[config.mk]
export PLATFORM = sky130hd
export DESIGN_NAME = status_framer
export DESIGN_NICKNAME = d
export VERILOG_FILES = /design/src/rtl/status_framer.sv
export SDC_FILE = /design/constraint.sdc
export NUM_CORES = 1
export LEC_CHECK = 0
export BUFFER_PORTS_ARGS = -buffer_cell sky130_fd_sc_hd__buf_2
export CAP_MARGIN = 20
export CORE_ASPECT_RATIO = 0.7
export CORE_MARGIN = 2
export CORE_UTILIZATION = 38
export CTS_CLUSTER_DIAMETER = 120
export CTS_CLUSTER_SIZE = 24
export DETAILED_ROUTE_END_ITERATION = 8
export PLACE_DENSITY = 0.57
export SYNTH_ARGS = -nofsm -noshare
export SYNTH_HDL_FRONTEND = slang
export SYNTH_SLANG_ARGS = --single-unit
[constraint.sdc]
create_clock -name clk -period 1.9 [get_ports clk]
set_input_delay 0.285 -clock clk [delete_from_list [all_inputs] [get_ports clk]]
set_output_delay 0.285 -clock clk [all_outputs]
set_load 0.03 [all_outputs]
[src/rtl/status_framer.sv]
// Periodic telemetry framer: snapshots sample-FIFO occupancy and event counts,
// then serialises a 7-byte frame over a valid/ready byte stream.
//
// state | meaning
// IDLE  | waiting for a tick or host request
// SEND  | presenting frame byte idx_q, advancing on each accepted transfer
module status_framer #(
   parameter int unsigned PERIOD_CLKS = 12800000,
   parameter int unsigned LEVEL_WIDTH = 11,
   parameter logic [7:0]  SYNC_BYTE   = 8'hA5
) (
   input  logic                   clk,
   input  logic                   rst,
   input  logic                   enable,
   input  logic                   request,
   input  logic [LEVEL_WIDTH-1:0] fifo_level,
   input  logic                   fifo_full,
   input  logic                   fifo_empty,
   input  logic                   underrun_evt,
   input  logic                   overflow_evt,
   output logic [7:0]             tx_data_si,
   output logic                   tx_valid_si,
   input  logic                   tx_ready_si,
   output logic                   busy
);

   localparam int unsigned TIMER_W = $clog2(PERIOD_CLKS);

   typedef enum logic {IDLE, SEND} state_t;

   state_t             state_q, state_d;
   logic [TIMER_W-1:0] timer_q, timer_d;
   logic [2:0]         idx_q, idx_d;
   logic [7:0]         seq_q, seq_d;
   logic [7:0]         und_cnt_q, und_cnt_d;
   logic [7:0]         ovf_cnt_q, ovf_cnt_d;
   logic               missed_q, missed_d;
   logic [7:0]         frm_seq_q, frm_seq_d;
   logic [7:0]         frm_b2_q, frm_b2_d;
   logic [7:0]         frm_b3_q, frm_b3_d;
   logic [7:0]         frm_und_q, frm_und_d;
   logic [7:0]         frm_ovf_q, frm_ovf_d;
   logic [7:0]         frm_chk_q, frm_chk_d;

   logic               tick;
   logic               trigger;
   logic               xfer;
   logic [10:0]        level_11;
   logic [7:0]         snap_b2;
   logic [7:0]         und_sat;
   logic [7:0]         ovf_sat;

   assign tick     = enable && (timer_q == TIMER_W'(PERIOD_CLKS - 1));
   assign trigger  = tick || request;
   assign xfer     = (state_q == SEND) && tx_ready_si;
   assign level_11 = 11'(fifo_level);
   assign snap_b2  = {fifo_full, fifo_empty, missed_q, 2'b00, level_11[10:8]};
   assign und_sat  = (und_cnt_q == 8'hFF) ? und_cnt_q : und_cnt_q + 8'd1;
   assign ovf_sat  = (ovf_cnt_q == 8'hFF) ? ovf_cnt_q : ovf_cnt_q + 8'd1;

   always_comb begin
      timer_d = '0;
      if (enable && !tick) begin
         timer_d = timer_q + TIMER_W'(1);
      end
   end

   always_comb begin
      state_d   = state_q;
      idx_d     = idx_q;
      seq_d     = seq_q;
      missed_d  = missed_q;
      und_cnt_d = underrun_evt ? und_sat : und_cnt_q;
      ovf_cnt_d = overflow_evt ? ovf_sat : ovf_cnt_q;
      frm_seq_d = frm_seq_q;
      frm_b2_d  = frm_b2_q;
      frm_b3_d  = frm_b3_q;
      frm_und_d = frm_und_q;
      frm_ovf_d = frm_ovf_q;
      frm_chk_d = frm_chk_q;
      case (state_q)
         IDLE: begin
            if (trigger) begin
               frm_seq_d = seq_q;
               frm_b2_d  = snap_b2;
               frm_b3_d  = level_11[7:0];
               frm_und_d = und_cnt_q;
               frm_ovf_d = ovf_cnt_q;
               frm_chk_d = SYNC_BYTE ^ seq_q ^ snap_b2 ^ level_11[7:0]
                           ^ und_cnt_q ^ ovf_cnt_q;
               // events in the snapshot cycle open the next window
               und_cnt_d = {7'd0, underrun_evt};
               ovf_cnt_d = {7'd0, overflow_evt};
               missed_d  = 1'b0;
               idx_d     = 3'd0;
               state_d   = SEND;
            end
         end
         SEND: begin
            if (trigger) begin
               missed_d = 1'b1;
            end
            if (xfer) begin
               if (idx_q == 3'd6) begin
                  idx_d   = 3'd0;
                  seq_d   = seq_q + 8'd1;
                  state_d = IDLE;
               end else begin
                  idx_d = idx_q + 3'd1;
               end
            end
         end
         default: state_d = IDLE;
      endcase
   end

   always_comb begin
      tx_data_si = 8'h00;
      if (state_q == SEND) begin
         case (idx_q)
            3'd0:    tx_data_si = SYNC_BYTE;
            3'd1:    tx_data_si = frm_seq_q;
            3'd2:    tx_data_si = frm_b2_q;
            3'd3:    tx_data_si = frm_b3_q;
            3'd4:    tx_data_si = frm_und_q;
            3'd5:    tx_data_si = frm_ovf_q;
            3'd6:    tx_data_si = frm_chk_q;
            default: tx_data_si = 8'h00;
         endcase
      end
   end

   assign tx_valid_si = (state_q == SEND);
   assign busy        = (state_q == SEND);

   always_ff @(posedge clk) begin
      if (rst) begin
         state_q   <= IDLE;
         timer_q   <= '0;
         idx_q     <= 3'd0;
         seq_q     <= 8'd0;
         und_cnt_q <= 8'd0;
         ovf_cnt_q <= 8'd0;
         missed_q  <= 1'b0;
         frm_seq_q <= 8'd0;
         frm_b2_q  <= 8'd0;
         frm_b3_q  <= 8'd0;
         frm_und_q <= 8'd0;
         frm_ovf_q <= 8'd0;
         frm_chk_q <= 8'd0;
      end else begin
         state_q   <= state_d;
         timer_q   <= timer_d;
         idx_q     <= idx_d;
         seq_q     <= seq_d;
         und_cnt_q <= und_cnt_d;
         ovf_cnt_q <= ovf_cnt_d;
         missed_q  <= missed_d;
         frm_seq_q <= frm_seq_d;
         frm_b2_q  <= frm_b2_d;
         frm_b3_q  <= frm_b3_d;
         frm_und_q <= frm_und_d;
         frm_ovf_q <= frm_ovf_d;
         frm_chk_q <= frm_chk_d;
      end
   end

endmodule

---- Yosys cells after proc, flatten, opt, wreduce, memory -nomap -nowiden ----
Index checks and enable logic that the tools add are counted.
storage, ports and cells
  register bits ........................... 99
  bits of input ports ..................... 20
  output and inout port bits .............. 10
  logic and storage cells ................. 69
operators by class
  $add $sub $neg .......................... 5
  equal/unequal tests ..................... 12
  muxes and demuxes ....................... 21
  bitwise gates (word level) .............. 7
  reduce and logical (&&, ||, !) cells .... 11
operators by type and width
  operator                 count
  $mux W8                  9
  $pmux W8 S7              1
  $xor A8 B8 Y8            4
  $add A24 B1 Y24 const B  1
  $add A8 B1 Y8 const B    3
  $eq A24 B24 Y1 const B   1
  $eq A8 B8 Y1 const B     2
  $eq A3 B3 Y1 const B     3
  $mux W3                  3
  $eq A3 B2 Y1 const B     2
  $pmux W3 S2              1
  $reduce_and A2 Y1        3
  $mux W1                  5
  $ne A2 B2 Y1 const B     2
  $not A4 Y4               1
  $pmux W1 S2              2
  $add A3 B1 Y3 const B    1
  $eq A3 B1 Y1 const B     1
  $logic_and A1 B1 Y1      3
  $logic_not A3 Y1         1
  $reduce_and A3 Y1        1
  $ne A2 B1 Y1 const B     1
  $not A1 Y1               2
  $reduce_or A2 Y1         1
  2 further kinds          2

---- Depth between registers and ports, before layout ----
Gate-level depths: netlist of run 1.
  depth in word-level cells ............... 6
  gate-level depth with buffers ........... 9
  mapped depth without buffers ............ 6

---- Worst setup path after synthesis of run 1 ----
Ideal clock, no wire load.
  path type ............................... reg2out
  start point ............................. reg idx_q[1]
  end point ............................... out tx_data_si[2]
  data arrival time ....................... 1.862 ns
  data required time ...................... 1.615 ns
  setup slack ............................. -0.247 ns
  stages on the path, launching flop included .. 8
  path buffers ............................ 2
  path through ............................ dfxtp_1 -> clkbuf_1 -> nand2_1 -> inv_1 -> ha_1 -> clkbuf_1 -> o21ai_1 -> a41oi_1
between the ends
  word-level cells in the longest chain between the ends .. 3
ends and longest elaborated chain
  item                                        RTL line  text
  from (decl)                                 33        logic [2:0] idx_q, idx_d;
  from (signal assigned)                      154       idx_q <= idx_d;
  $eq A3 B3 Y1, or another cell as far along  120       case (idx_q)
  $pmux W8 S7 (*)                             120
  $mux W8 (*)                                 119       if (state_q == SEND) begin
  to (decl)                                   21        output logic [7:0] tx_data_si,
Every way passes the cells marked *; elsewhere a longest branch is shown, timed or not.

---- Worst setup path in the final report of run 1 ----
  start point ............................. reg idx_q[1]
  end point ............................... out tx_data_si[5]
Same word-level chain as after synthesis.

==> flow_summary.html, run 1 <==
<table>
<tr><th>Metric</th><th>Value</th></tr>
<tr><th colspan="2">Run status</th></tr>
<tr><td>Status</td><td>complete, but fails checks</td></tr>
<tr><td>Violations in the final reports</td><td>negative setup slack</td></tr>
<tr><th colspan="2">Clock tree</th></tr>
<tr><td>Number of buffers on the longest clock path</td><td>2</td></tr>
<tr><td>Clock net sink count</td><td>99</td></tr>
<tr><td>CTS tree</td><td>done</td></tr>
<tr><td>Number of buffers created by CTS</td><td>9</td></tr>
<tr><td>Root buffer cell</td><td>sky130_fd_sc_hd__clkbuf_16</td></tr>
<tr><td>Maximum level of the CTS H-tree</td><td>3</td></tr>
<tr><td>CTS Hold Buffers Added</td><td>0</td></tr>
<tr><td>Worst skew pair latency</td><td>~0.35 ns</td></tr>
<tr><td>CTS clk-pin slew, worst paths</td><td>~0.080 ns</td></tr>
<tr><th colspan="2">Floorplan</th></tr>
<tr><td>Initial core utilization</td><td>0.3861</td></tr>
<tr><td>Width of the die</td><td>roughly 140 microns</td></tr>
<tr><td>I/O pin count</td><td>30</td></tr>
<tr><td>Vertical extent of the die</td><td>a little under 100 microns</td></tr>
<tr><td>Row Count</td><td>34</td></tr>
<tr><td>Full die area</td><td>between 10000 and 15000 sq um</td></tr>
<tr><td>Area of the placeable core</td><td>between 10000 and 15000 sq um</td></tr>
<tr><th colspan="2">Job</th></tr>
<tr><td>Max Cap Viol</td><td>0</td></tr>
<tr><th colspan="2">Global routing</th></tr>
<tr><td>Global route hottest layer</td><td>met2</td></tr>
<tr><td>Met3 demand-to-capacity share in global routing</td><td>0.04330</td></tr>
<tr><td>Global-route usage over all layers</td><td>0.1794</td></tr>
<tr><td>Maximum number of pins on one net before global-route repair</td><td>62</td></tr>
<tr><td>Overflow after GRT</td><td>0</td></tr>
<tr><td>Via count of the first global-routing pass</td><td>3845</td></tr>
<tr><td>Global routing met1 resource utilization</td><td>0.2601</td></tr>
<tr><td>Number of antenna violations at the first check in global routing</td><td>0</td></tr>
<tr><td>Met2 track demand over resource in global routing</td><td>0.2660</td></tr>
<tr><td>First-pass GRT wire length</td><td>about 19 mm</td></tr>
<tr><th colspan="2">Critical path</th></tr>
<tr><td>Critical path type</td><td>reg -&gt; out</td></tr>
<tr><td>Depth of the worst register-to-register path</td><td>6</td></tr>
<tr><td>Critical register-to-register path startpoint</td><td>timer_q[23]</td></tr>
<tr><td>Category of the worst setup path launch point</td><td>flop</td></tr>
<tr><td>Crit Reg-Reg Endpoint</td><td>frm_chk_q[5]</td></tr>
<tr><td>Number of buffers and inverters on the critical path</td><td>2</td></tr>
<tr><td>CP Cell Sequence</td><td>buf_6, mux2i_1, nor2_1, a31oi_1, o221ai_1, nor2b_2, buf_6</td></tr>
<tr><td>Slowest stage cell, crit path</td><td>sky130_fd_sc_hd__dfxtp_4</td></tr>
<tr><td>Worst-case register-to-register setup slack</td><td>around 0.090 ns</td></tr>
<tr><td>Largest delay contributor family on the critical path</td><td>flip-flops</td></tr>
<tr><td>Maximum fanout encountered on the critical timing path</td><td>5</td></tr>
<tr><td>CP dominant cell by count</td><td>sky130_fd_sc_hd__buf_6</td></tr>
<tr><td>CP max stage delay</td><td>approximately 0.4 ns</td></tr>
<tr><td>Critical Path Sink Type</td><td>primary output</td></tr>
<tr><td>Critical path required time</td><td>~1.6 ns</td></tr>
<tr><td>Critical Path Source</td><td>idx_q[1]</td></tr>
<tr><td>Data arrival time at the worst-slack endpoint</td><td>approximately 1.7 ns</td></tr>
<tr><th colspan="2">Layout</th></tr>
<tr><td>Synth-to-Final Area Change</td><td>23.22%</td></tr>
<tr><td>Most frequent standard cell in the layout excluding fill and tap cells</td><td>sky130_fd_sc_hd__nand2_1</td></tr>
<tr><td>Share of layout cells above drive strength 1</td><td>0.2104</td></tr>
<tr><td>Total number of nets in the final design</td><td>652</td></tr>
<tr><td>Total inserted antenna cells</td><td>0</td></tr>
<tr><td>Filler Cell Count</td><td>approximately 1200</td></tr>
<tr><td>Commonest non-fill, non-tap cells in the layout</td><td>108 x sky130_fd_sc_hd__nand2_1, 96 x sky130_fd_sc_hd__dfxtp_1, 62 x sky130_fd_sc_hd__nor2_1</td></tr>
<tr><td>Final cell area excluding filler cells</td><td>a little under 6000 sq um</td></tr>
<tr><td>Fin util</td><td>0.4758</td></tr>
<tr><th colspan="2">Timing</th></tr>
<tr><td>Final clock skew</td><td>approximately 0.0095 ns</td></tr>
<tr><td>Setup_tns</td><td>-0.3174 ns</td></tr>
<tr><td>Max transition margin</td><td>0.5566</td></tr>
<tr><td>Final hold violation count</td><td>0</td></tr>
<tr><td>Setup repair after global routing missed its margin</td><td>yes</td></tr>
<tr><td>Final count of negative-setup-slack endpoints</td><td>7</td></tr>
<tr><td>Clock period minus worst slack</td><td>1.976 ns</td></tr>
<tr><td>Setup ws final</td><td>-0.07586 ns</td></tr>
<tr><td>Slew Limit Fails</td><td>0</td></tr>
<tr><td>Worst slew pin tran</td><td>between 0.6 and 0.7 ns</td></tr>
<tr><td>Top achievable clock speed</td><td>506.1 MHz</td></tr>
<tr><td>Ratio of final minimum period to clock period</td><td>1.040</td></tr>
<tr><th colspan="2">Yosys</th></tr>
<tr><td>Cell type with the largest total area after synthesis</td><td>sky130_fd_sc_hd__dfxtp_1</td></tr>
<tr><td>Synth warnings</td><td>0</td></tr>
<tr><td>Area contributors post-synth</td><td>sky130_fd_sc_hd__dfxtp_1 42%, sky130_fd_sc_hd__nand2_1 8.7%, sky130_fd_sc_hd__xnor2_1 7.9%</td></tr>
<tr><td>Top flip-flop cell by instance count after synthesis</td><td>sky130_fd_sc_hd__dfxtp_1</td></tr>
<tr><td>Average cell area after synthesis</td><td>between 8 and 9 sq um</td></tr>
<tr><td>Nets in the synthesized netlist</td><td>~610</td></tr>
<tr><td>Top-area cell type share of the netlist area</td><td>0.4175</td></tr>
<tr><td>Total of flip-flops plus latches after synthesis</td><td>99</td></tr>
<tr><td>Total standard cell area after synthesis</td><td>approximately 4700 sq um</td></tr>
<tr><td>Cells after synthesis</td><td>between 500 and 600</td></tr>
<tr><td>Seq/Total Area, Yosys</td><td>0.4175</td></tr>
<tr><td>Share of flip-flops with an asynchronous set or reset after synthesis</td><td>0</td></tr>
<tr><td>Number of enable flip-flop cells after synthesis</td><td>0</td></tr>
<tr><td>Count of distinct cell types in the synthesized netlist</td><td>49</td></tr>
<tr><th colspan="2">Min path</th></tr>
<tr><td>Worst hold path class</td><td>in -&gt; reg</td></tr>
<tr><td>Worst Hold Launch</td><td>fifo_level[8]</td></tr>
<tr><td>Min-Delay Endpoint</td><td>frm_b2_q[0]</td></tr>
<tr><td>Min-Delay Path Depth</td><td>3</td></tr>
<tr><th colspan="2">Route</th></tr>
<tr><td># DRC</td><td>0</td></tr>
<tr><td>Number of design-rule violations left by the first detailed-router iteration</td><td>between 200 and 250</td></tr>
<tr><td>Number of detailed-route iterations in the first pass</td><td>4</td></tr>
<tr><td>Avg WL per Cell</td><td>14.87 microns</td></tr>
<tr><td>Overall via count from detail_route</td><td>4080</td></tr>
<tr><td>DRT Wirelength</td><td>11.81 mm</td></tr>
<tr><td>Number of nets with antenna violations after routing</td><td>0</td></tr>
<tr><td>Post-detailed-route via-to-cell ratio</td><td>between 5 and 6</td></tr>
<tr><th colspan="2">Pwr</th></tr>
<tr><td>Worst IR Drop VDD</td><td>approximately 0.52 mV</td></tr>
<tr><td>Total power divided by cell area</td><td>~770 nW/um^2</td></tr>
<tr><td>Total power of the final layout</td><td>about 0.0045 W</td></tr>
<tr><td>Static leakage</td><td>2.074 nW</td></tr>
<tr><th colspan="2">Place</th></tr>
<tr><td>Placed Instance Area</td><td>approximately 5300 sq um</td></tr>
<tr><td>Dpl hpwl</td><td>roughly 8 mm</td></tr>
<tr><td>Input/output buffers</td><td>29</td></tr>
<tr><td>Routability congestion estimate from global placement</td><td>about 0.86</td></tr>
</table>
[power by group]
part | internal (W) | switching [W]
clock network | 0.00107 | 0.000858
logic | 0.000174 | 0.000241
registers | 0.00212 | 0.0000291
total | 0.00336 | 0.00113
[layer usage]
layer	part of all wire	wire [microns]	up-vias
met5	0	0	-
met1	0.51	5997	1929
met3	0.049	583	4
met2	0.44	5173	80
met4	0.0043	51	0
li1	-	-	2067
[worst max-delay path by stage]
| stage | to | slack, ns | cells after the start |
|---|---|---|---|
| after CTS | tx_data_si[6] | -0.10 | 6 |
| final | tx_data_si[5] | -0.08 | 7 |
| after floorplan | tx_data_si[6] | 0.04 | 7 |
| after detailed placement | frm_chk_q[5] | 0.01 | 6 |
| after global placement | und_cnt_q[0] | 0.09 | 8 |
| after global routing | tx_data_si[5] | -0.16 | 7 |
[cells in the mapped netlist (2+ instances only)]
master / number
sky130_fd_sc_hd__mux2i_1: 9
sky130_fd_sc_hd__nor2_1: 67
sky130_fd_sc_hd__a32o_1: 2
sky130_fd_sc_hd__a32oi_1: 3
sky130_fd_sc_hd__a211oi_1: 6
sky130_fd_sc_hd__a31oi_1: 8
sky130_fd_sc_hd__inv_1: 11
sky130_fd_sc_hd__buf_4: 5
sky130_fd_sc_hd__dfxtp_1: 99
sky130_fd_sc_hd__and4_1: 4
sky130_fd_sc_hd__nor2b_1: 5
sky130_fd_sc_hd__buf_6: 7
sky130_fd_sc_hd__a41oi_1: 3
sky130_fd_sc_hd__nand2_1: 110
sky130_fd_sc_hd__nand2b_1: 2
sky130_fd_sc_hd__a21oi_1: 51
sky130_fd_sc_hd__nand4_1: 13
sky130_fd_sc_hd__buf_2: 7
sky130_fd_sc_hd__clkbuf_1: 21
sky130_fd_sc_hd__o21ai_0: 12
sky130_fd_sc_hd__nor3_1: 8
sky130_fd_sc_hd__a211oi_2: 3
sky130_fd_sc_hd__and3_1: 9
sky130_fd_sc_hd__xor2_1: 20
sky130_fd_sc_hd__a21o_1: 3
sky130_fd_sc_hd__nand3_1: 22
sky130_fd_sc_hd__xnor2_1: 43
sky130_fd_sc_hd__ha_1: 5
sky130_fd_sc_hd__nor4_2: 2
sky130_fd_sc_hd__a221oi_1: 2
sky130_fd_sc_hd__or3_1: 2
[sequential cells by signal, indices dropped and copies added (netlist names), 3 cells and up]
signal,count
seq_q,8
ovf_cnt_q,8
und_cnt_q,8
idx_q,3
frm_und_q,8
frm_seq_q,8
frm_b2_q,6
timer_q,24
frm_chk_q,8
frm_ovf_q,8
frm_b3_q,8
[worst reg2reg max path, stage by stage, from the launching register on]
cell and delay (ns):
sky130_fd_sc_hd__dfxtp_1 0.35, sky130_fd_sc_hd__nor4bb_4 0.29, sky130_fd_sc_hd__and4b_2 0.36, sky130_fd_sc_hd__a31o_4 0.25
sky130_fd_sc_hd__buf_6 0.22, sky130_fd_sc_hd__nor2_1 0.08, sky130_fd_sc_hd__a211oi_2 0.18
[timing repair]
item                                   4_1_cts  5_1_grt
endpoints found under the hold margin        0        0
buffers inserted                             3        0
pin swaps                                    7        5
resized for setup                           40       21
cloned                                       0        1
setup endpoints to repair                    9       79
[kinds of logic after synthesis]
kind of cell / share of synthesized area
mux: 0.01898
buf+inv: 0.05799
flops: 0.4175
xor+xnor: 0.1162
simple gates: 0.2393
fa+ha+maj: 0.01318
compound gates: 0.1368
[layout make-up]
cell class | instances | area, sq um | share of cell area
clock buffers | 10 | 239.0 | 0.04086
clock inverters | 6 | 72.57 | 0.01241
inverters | 11 | 41.29 | 0.007059
multi-input cells | 431 | 2669 | 0.4563
flip-flops and latches | 99 | 1991 | 0.3403
well taps | 162 | 202.7 | 0.03465
repair buffers | 75 | 634.4 | 0.1084
[stage by stage]
stage                     instances  setup WS, ns  hold slack (ns)
after floorplan                 582       0.03539           0.4210
after global placement          775       0.08605           0.4448
after detailed placement        775       0.01304           0.4480
after CTS                       793       -0.1033           0.1799
after global routing            794       -0.1601           0.1896
final                           794      -0.07586           0.1878
(Power assumes the default switching activity.)
==> run 2, diff against run 1 <==
--- a/config.mk
+++ b/config.mk
@@ -14,6 +14,7 @@
 export CTS_CLUSTER_SIZE = 24
 export DETAILED_ROUTE_END_ITERATION = 8
 export PLACE_DENSITY = 0.57
+export SKIP_CTS_REPAIR_TIMING = 1
 export SYNTH_ARGS = -nofsm -noshare
 export SYNTH_HDL_FRONTEND = slang
 export SYNTH_SLANG_ARGS = --single-unit
==> flow_summary.html, run 2 (synthesis results as in run 1) <==
<table>
<tr><th>Metric</th><th>Value</th></tr>
<tr><th colspan="2">Timing</th></tr>
<tr><td>Clock period minus worst slack</td><td>roughly 2.0 ns</td></tr>
<tr><td>Worst slew pin tran</td><td>0.6686 ns</td></tr>
<tr><td>Max transition margin</td><td>0.5543</td></tr>
<tr><td>Setup repair after global routing missed its margin</td><td>yes</td></tr>
<tr><td>Ratio of final minimum period to clock period</td><td>1.053</td></tr>
<tr><td>Slew Limit Fails</td><td>0</td></tr>
<tr><td>Final count of negative-setup-slack endpoints</td><td>7</td></tr>
<tr><td>Top achievable clock speed</td><td>between 400 and 500 MHz</td></tr>
<tr><td>Setup ws final</td><td>-0.1015 ns</td></tr>
<tr><td>Final hold violation count</td><td>0</td></tr>
<tr><td>Post-route worst hold slack</td><td>0.1927 ns</td></tr>
<tr><td>Final clock skew</td><td>between 0.008 and 0.009 ns</td></tr>
<tr><th colspan="2">Critical path</th></tr>
<tr><td>Maximum fanout encountered on the critical timing path</td><td>5</td></tr>
<tr><td>Critical path required time</td><td>around 1.6 ns</td></tr>
<tr><td>Largest delay contributor family on the critical path</td><td>flip-flops</td></tr>
<tr><td>CP max stage delay</td><td>approximately 0.39 ns</td></tr>
<tr><td>Slowest stage cell, crit path</td><td>sky130_fd_sc_hd__dfxtp_4</td></tr>
<tr><td>CP Cell Sequence</td><td>buf_6, mux2i_1, nor2_1, a31oi_1, o221ai_1, nor2b_2, buf_6</td></tr>
<tr><td>Data arrival time at the worst-slack endpoint</td><td>1.72 ns</td></tr>
<tr><td>Worst-case register-to-register setup slack</td><td>~0.090 ns</td></tr>
<tr><td>Number of buffers and inverters on the critical path</td><td>2</td></tr>
<tr><td>CP dominant cell by count</td><td>sky130_fd_sc_hd__buf_6</td></tr>
<tr><td>Critical Path Sink Type</td><td>primary output</td></tr>
<tr><td>Depth of the worst register-to-register path</td><td>6</td></tr>
<tr><td>Category of the worst setup path launch point</td><td>flop</td></tr>
<tr><td>Critical path type</td><td>reg -&gt; out</td></tr>
<tr><td>Crit Reg-Reg Endpoint</td><td>und_cnt_q[0]</td></tr>
<tr><td>Critical register-to-register path startpoint</td><td>timer_q[14]</td></tr>
<tr><th colspan="2">Pwr</th></tr>
<tr><td>Switching share of total power</td><td>0.2485</td></tr>
<tr><td>Net switching power</td><td>roughly 0.0011 W</td></tr>
<tr><td>Internal power</td><td>0.003357 W</td></tr>
<tr><td>Static leakage</td><td>roughly 2.1 nW</td></tr>
<tr><td>Part of the total power dissipated in sequential elements</td><td>0.480</td></tr>
<tr><td>Combinational group share of total power</td><td>0.090</td></tr>
<tr><td>Total power divided by cell area</td><td>approximately 770 nW/um^2</td></tr>
<tr><td>Clock network power share</td><td>0.430</td></tr>
<tr><td>Total power of the final layout</td><td>roughly 0.0045 W</td></tr>
<tr><td>Worst IR Drop VDD</td><td>between 0.5 and 0.6 mV</td></tr>
<tr><th colspan="2">Global routing</th></tr>
<tr><td>Number of antenna violations at the first check in global routing</td><td>0</td></tr>
<tr><td>Via count of the first global-routing pass</td><td>3818</td></tr>
<tr><td>Global-route usage over all layers</td><td>0.1770</td></tr>
<tr><td>Maximum number of pins on one net before global-route repair</td><td>62</td></tr>
<tr><td>First-pass GRT wire length</td><td>18.77 mm</td></tr>
<tr><td>Overflow after GRT</td><td>0</td></tr>
<tr><th colspan="2">Clock tree</th></tr>
<tr><td>Maximum level of the CTS H-tree</td><td>3</td></tr>
<tr><td>Number of buffers on the longest clock path</td><td>2</td></tr>
<tr><td>CTS clk-pin slew, worst paths</td><td>0.07 ns</td></tr>
<tr><td>Worst skew pair latency</td><td>0.34 ns</td></tr>
<tr><td>CTS tree</td><td>done</td></tr>
<tr><td>Clock net sink count</td><td>99</td></tr>
<tr><td>Number of buffers created by CTS</td><td>9</td></tr>
<tr><td>Root buffer cell</td><td>sky130_fd_sc_hd__clkbuf_16</td></tr>
<tr><th colspan="2">Layout</th></tr>
<tr><td>Total number of nets in the final design</td><td>~660</td></tr>
<tr><td>Total inserted antenna cells</td><td>0</td></tr>
<tr><td>Share of layout cells above drive strength 1</td><td>0.2044</td></tr>
<tr><td>Commonest non-fill, non-tap cells in the layout</td><td>110 x sky130_fd_sc_hd__nand2_1, 97 x sky130_fd_sc_hd__dfxtp_1, 64 x sky130_fd_sc_hd__nor2_1</td></tr>
<tr><td>Top register by number of flip-flops</td><td>timer_q</td></tr>
<tr><td>Most frequent standard cell in the layout excluding fill and tap cells</td><td>sky130_fd_sc_hd__nand2_1</td></tr>
<tr><td>Synth-to-Final Area Change</td><td>22.59%</td></tr>
<tr><td>Number of flip-flops in the largest register</td><td>24</td></tr>
<tr><th colspan="2">Floorplan</th></tr>
<tr><td>Width of the die</td><td>about 140 microns</td></tr>
<tr><td>Full die area</td><td>~13000 sq um</td></tr>
<tr><td>I/O pin count</td><td>30</td></tr>
<tr><td>Initial core utilization</td><td>0.3861</td></tr>
<tr><td>Row Count</td><td>34</td></tr>
<tr><td>Vertical extent of the die</td><td>just under 100 microns</td></tr>
<tr><td>Area of the placeable core</td><td>approximately 12000 sq um</td></tr>
<tr><th colspan="2">Place</th></tr>
<tr><td>Input/output buffers</td><td>29</td></tr>
<tr><td>Dpl hpwl</td><td>about 8.1 mm</td></tr>
<tr><td>Post-placement setup slack</td><td>~0.013 ns</td></tr>
<tr><td>Routability congestion estimate from global placement</td><td>about 0.86</td></tr>
<tr><th colspan="2">Route</th></tr>
<tr><td># DRC</td><td>0</td></tr>
<tr><td>Number of detailed-route iterations in the first pass</td><td>4</td></tr>
<tr><td>Post-detailed-route via-to-cell ratio</td><td>5.114</td></tr>
<tr><td>Avg WL per Cell</td><td>between 10 and 15 microns</td></tr>
<tr><td>Overall via count from detail_route</td><td>~4100</td></tr>
<tr><td>Number of nets with antenna violations after routing</td><td>0</td></tr>
<tr><td>Number of design-rule violations left by the first detailed-router iteration</td><td>approximately 230</td></tr>
<tr><td>DRT Wirelength</td><td>approximately 12 mm</td></tr>
<tr><th colspan="2">Job</th></tr>
<tr><td>Max Cap Viol</td><td>0</td></tr>
<tr><th colspan="2">Min path</th></tr>
<tr><td>Worst hold path class</td><td>in -&gt; reg</td></tr>
<tr><td>Min-Delay Endpoint</td><td>frm_b2_q[0]</td></tr>
<tr><td>Min-Delay Path Depth</td><td>3</td></tr>
<tr><td>Worst Hold Launch</td><td>fifo_level[8]</td></tr>
<tr><th colspan="2">Run status</th></tr>
<tr><td>Status</td><td>complete, but fails checks</td></tr>
<tr><td>Violations in the final reports</td><td>negative setup slack</td></tr>
</table>
run 2: changes by cell type in the layout (fill, tap and decap cells not counted), moves of 2 or more:
| cell | before | now |
|---|---|---|
| sky130_fd_sc_hd__a21oi_2 | 5 | 3 |
| sky130_fd_sc_hd__buf_6 | 11 | 8 |
| sky130_fd_sc_hd__a21oi_1 | 46 | 48 |
| sky130_fd_sc_hd__nor2_1 | 62 | 64 |
| sky130_fd_sc_hd__o21ai_1 | 4 | 0 |
| sky130_fd_sc_hd__nand2_1 | 108 | 110 |
| sky130_fd_sc_hd__o21ai_0 | 8 | 12 |
| sky130_fd_sc_hd__clkbuf_4 | 0 | 2 |
| sky130_fd_sc_hd__nand2_2 | 2 | 0 |
| sky130_fd_sc_hd__buf_4 | 36 | 42 |
run 2: power by group through the flow:
stage	Clock [W]	Combinational [W]	Sequential [W]
after floorplan	0	0.000263	0.00219
after global placement	0	0.000373	0.00219
after detailed placement	0	0.000379	0.00219
after CTS	0.00197	0.000380	0.00214
after global routing	0.00206	0.000440	0.00215
final	0.00192	0.000402	0.00214
run 2: how the worst max path moves through the flow:
| stage | end | cells after the start | startpoint | slack (ns) |
|---|---|---|---|---|
| floorplan | tx_data_si[6] | 7 | idx_q[0] | 0.04 |
| global placement | und_cnt_q[0] | 8 | timer_q[1] | 0.09 |
| detailed placement | frm_chk_q[5] | 6 | timer_q[20] | 0.01 |
| CTS | tx_data_si[2] | 7 | idx_q[0] | -0.31 |
| global route | tx_data_si[5] | 7 | idx_q[1] | -0.18 |
| finish | tx_data_si[5] | 7 | idx_q[1] | -0.10 |
run 2: per-layer routing:
metal | GRT usage | vias to the layer above | part of all wire
li1 | - | 2077 | -
met1 | 0.2553 | 1921 | 0.50
met2 | 0.2629 | 77 | 0.44
met3 | 0.04330 | 6 | 0.050
met4 | 0.04520 | 0 | 0.0050
met5 | 0 | - | 0
run 2: metrics by stage:
step	util	instance area, sq um	TNS (ns)	std cells
after floorplan	-	4808	0	582
after global placement	0.4306	5294	0	775
after detailed placement	0.4306	5294	0	775
after CTS	0.4559	5605	-2.098	791
after global routing	0.4733	5819	-1.134	798
final	0.4733	5819	-0.4725	798
run 2: tightest hold or removal path: cells and delay by family:
family	cells	cell delay, ns
buffers and inverters	1	0.11
AO/OA/AOI/OAI	1	0.05
AND/OR/NAND/NOR	1	0.05
run 2: layout make-up:
type                       count  area [sq um]
timing repair buffer          79         635.6
sequential                    99          1989
multi-input combinational    431          2639
clock buffer                  10         239.0
fill                        1164          6475
inverter                      11         41.29
clock inverter                 6         72.57
tap                          162         202.7
==> run 3, diff against run 2 <==
--- a/config.mk
+++ b/config.mk
@@ -13,8 +13,9 @@
 export CTS_CLUSTER_DIAMETER = 120
 export CTS_CLUSTER_SIZE = 24
 export DETAILED_ROUTE_END_ITERATION = 8
-export PLACE_DENSITY = 0.57
+export PLACE_DENSITY = 0.6
 export SKIP_CTS_REPAIR_TIMING = 1
+export SKIP_LAST_GASP = 1
 export SYNTH_ARGS = -nofsm -noshare
 export SYNTH_HDL_FRONTEND = slang
 export SYNTH_SLANG_ARGS = --single-unit
==> flow_summary.html, run 3 (synthesis results as in run 1) <==
<table>
<tr><th>Metric</th><th>Value</th></tr>
<tr><th colspan="2">Clock tree</th></tr>
<tr><td>Number of buffers on the longest clock path</td><td>2</td></tr>
<tr><td>Root buffer cell</td><td>sky130_fd_sc_hd__clkbuf_16</td></tr>
<tr><td>Number of buffers created by CTS</td><td>9</td></tr>
<tr><td>CTS clk-pin slew, worst paths</td><td>approximately 0.070 ns</td></tr>
<tr><td>Clock net sink count</td><td>slightly below 100</td></tr>
<tr><td>Worst skew pair latency</td><td>0.35 ns</td></tr>
<tr><td>CTS tree</td><td>done</td></tr>
<tr><td>Maximum level of the CTS H-tree</td><td>3</td></tr>
<tr><th colspan="2">Pwr</th></tr>
<tr><td>Part of the total power dissipated in sequential elements</td><td>0.499</td></tr>
<tr><td>Total power divided by cell area</td><td>around 750 nW/um^2</td></tr>
<tr><td>Combinational group share of total power</td><td>0.100</td></tr>
<tr><td>Clock network power share</td><td>0.401</td></tr>
<tr><td>Worst IR Drop VDD</td><td>between 0.4 and 0.5 mV</td></tr>
<tr><td>Static leakage</td><td>around 2.0 nW</td></tr>
<tr><td>Internal power</td><td>0.003193 W</td></tr>
<tr><td>Switching share of total power</td><td>0.2578</td></tr>
<tr><td>Net switching power</td><td>between 0.001 and 0.0015 W</td></tr>
<tr><th colspan="2">Route</th></tr>
<tr><td>Number of nets with antenna violations after routing</td><td>0</td></tr>
<tr><td>DRT Wirelength</td><td>around 12 mm</td></tr>
<tr><td>Overall via count from detail_route</td><td>approximately 4200</td></tr>
<tr><td># DRC</td><td>0</td></tr>
<tr><td>Post-detailed-route via-to-cell ratio</td><td>~5.3</td></tr>
<tr><td>Avg WL per Cell</td><td>~16 microns</td></tr>
<tr><td>Number of design-rule violations left by the first detailed-router iteration</td><td>287</td></tr>
<tr><td>Number of detailed-route iterations in the first pass</td><td>5</td></tr>
<tr><th colspan="2">Global routing</th></tr>
<tr><td>Maximum number of pins on one net before global-route repair</td><td>slightly below 50</td></tr>
<tr><td>Via count of the first global-routing pass</td><td>a little under 4000</td></tr>
<tr><td>First-pass GRT wire length</td><td>around 19 mm</td></tr>
<tr><td>Number of antenna violations at the first check in global routing</td><td>0</td></tr>
<tr><td>Global-route usage over all layers</td><td>0.1846</td></tr>
<tr><td>Overflow after GRT</td><td>0</td></tr>
<tr><th colspan="2">Layout</th></tr>
<tr><td>Fin util</td><td>0.4691</td></tr>
<tr><td>Final cell area excluding filler cells</td><td>~5800 sq um</td></tr>
<tr><td>Commonest non-fill, non-tap cells in the layout</td><td>109 x sky130_fd_sc_hd__nand2_1, 95 x sky130_fd_sc_hd__dfxtp_1, 64 x sky130_fd_sc_hd__nor2_1</td></tr>
<tr><td>Total inserted antenna cells</td><td>0</td></tr>
<tr><td>Total number of nets in the final design</td><td>approximately 650</td></tr>
<tr><td>Share of layout cells above drive strength 1</td><td>0.2035</td></tr>
<tr><td>Most frequent standard cell in the layout excluding fill and tap cells</td><td>sky130_fd_sc_hd__nand2_1</td></tr>
<tr><td>Top register by number of flip-flops</td><td>timer_q</td></tr>
<tr><td>Synth-to-Final Area Change</td><td>21.48%</td></tr>
<tr><td>Number of flip-flops in the largest register</td><td>24</td></tr>
<tr><th colspan="2">Run status</th></tr>
<tr><td>Status</td><td>complete, but fails checks</td></tr>
<tr><td>Violations in the final reports</td><td>negative setup slack</td></tr>
<tr><th colspan="2">Place</th></tr>
<tr><td>Placed Instance Area</td><td>~5200 sq um</td></tr>
<tr><td>Dpl hpwl</td><td>8.599 mm</td></tr>
<tr><td>Input/output buffers</td><td>29</td></tr>
<tr><td>Routability congestion estimate from global placement</td><td>around 0.81</td></tr>
<tr><th colspan="2">Timing</th></tr>
<tr><td>Final clock skew</td><td>roughly 0.0053 ns</td></tr>
<tr><td>Clock period minus worst slack</td><td>2.024 ns</td></tr>
<tr><td>Ratio of final minimum period to clock period</td><td>1.065</td></tr>
<tr><td>Slew Limit Fails</td><td>0</td></tr>
<tr><td>Top achievable clock speed</td><td>494.0 MHz</td></tr>
<tr><td>Worst slew pin tran</td><td>approximately 0.53 ns</td></tr>
<tr><td>Final count of negative-setup-slack endpoints</td><td>8</td></tr>
<tr><td>Setup ws final</td><td>-0.1244 ns</td></tr>
<tr><td>Setup repair after global routing missed its margin</td><td>yes</td></tr>
<tr><td>Max transition margin</td><td>0.6434</td></tr>
<tr><td>Final hold violation count</td><td>0</td></tr>
<tr><td>Post-route worst hold slack</td><td>0.1949 ns</td></tr>
<tr><th colspan="2">Floorplan</th></tr>
<tr><td>Width of the die</td><td>approximately 140 microns</td></tr>
<tr><td>Row Count</td><td>34</td></tr>
<tr><td>Area of the placeable core</td><td>approximately 12000 sq um</td></tr>
<tr><td>Initial core utilization</td><td>0.3861</td></tr>
<tr><td>I/O pin count</td><td>30</td></tr>
<tr><td>Full die area</td><td>between 10000 and 15000 sq um</td></tr>
<tr><td>Vertical extent of the die</td><td>roughly 100 microns</td></tr>
<tr><th colspan="2">Critical path</th></tr>
<tr><td>Category of the worst setup path launch point</td><td>flop</td></tr>
<tr><td>Maximum fanout encountered on the critical timing path</td><td>6</td></tr>
<tr><td>Critical path required time</td><td>approximately 1.6 ns</td></tr>
<tr><td>Critical path type</td><td>reg -&gt; out</td></tr>
<tr><td>Critical Path Sink Type</td><td>primary output</td></tr>
<tr><td>Data arrival time at the worst-slack endpoint</td><td>between 1.5 and 2 ns</td></tr>
<tr><th colspan="2">Min path</th></tr>
<tr><td>Worst hold path class</td><td>in -&gt; reg</td></tr>
<tr><th colspan="2">Job</th></tr>
<tr><td>Max Cap Viol</td><td>0</td></tr>
</table>
run 3: cell types whose count changed in the layout (fill, tap and decap cells not counted), sizes merged:
cell and change:
buf -2, clkinv +2, bufinv -1, clkbuf -1
run 3: worst max-delay path, cell delays in order, from the launching register on:
cell and delay (ns):
sky130_fd_sc_hd__dfxtp_4 0.38, sky130_fd_sc_hd__nor2b_4 0.14, sky130_fd_sc_hd__buf_6 0.11, sky130_fd_sc_hd__a22o_1 0.21
sky130_fd_sc_hd__a222oi_1 0.31, sky130_fd_sc_hd__a21oi_2 0.11, sky130_fd_sc_hd__buf_6 0.15
run 3: metal layers:
metal | routed length [microns] | global-route usage
met4 | 197 | 0.05234
met5 | 0 | 0
met2 | 5434 | 0.2755
met3 | 773 | 0.04747
met1 | 5936 | 0.2620
run 3: cell type report:
class | instances | area [sq um]
clock inverter | 7 | 51.30
multi-input combinational | 431 | 2631
fill | 1184 | 6528
clock buffer | 9 | 225.2
sequential | 99 | 1992
tap | 162 | 202.7
timing repair buffer | 77 | 623.1
inverter | 11 | 41.29
run 3: path summary, 6_finish.rpt:
check	cells after the start	slack (ns)	startpoint	endpoint
setup / recovery	6	-0.12	idx_q[0]	tx_data_si[0]
hold / removal	3	0.19	fifo_level[3]	frm_b3_q[3]
setup reg to reg	7	0.12	timer_q[23]	idx_q[1]
hold reg to reg	1	0.44	timer_q[0]	timer_q[0]
run 3: power by group through the flow:
| stage | logic (W) | clock network, W | registers (W) |
|---|---|---|---|
| floorplan | 0.000263 | 0 | 0.00219 |
| global placement | 0.000363 | 0 | 0.00219 |
| detailed placement | 0.000372 | 0 | 0.00219 |
| CTS | 0.000373 | 0.00178 | 0.00215 |
| global route | 0.000465 | 0.00186 | 0.00215 |
| finish | 0.000428 | 0.00173 | 0.00215 |
run 3: stage by stage:
stage               cells  worst slack, ns  power [W]  setup TNS (ns)
detailed placement    771         -0.01560   0.002567        -0.01560
global placement      771          0.07868   0.002557               0
floorplan             582          0.03539   0.002455               0
finish                796          -0.1244   0.004303         -0.7833
CTS                   787          -0.2999   0.004295          -2.136
global route          796          -0.2025   0.004479          -1.369
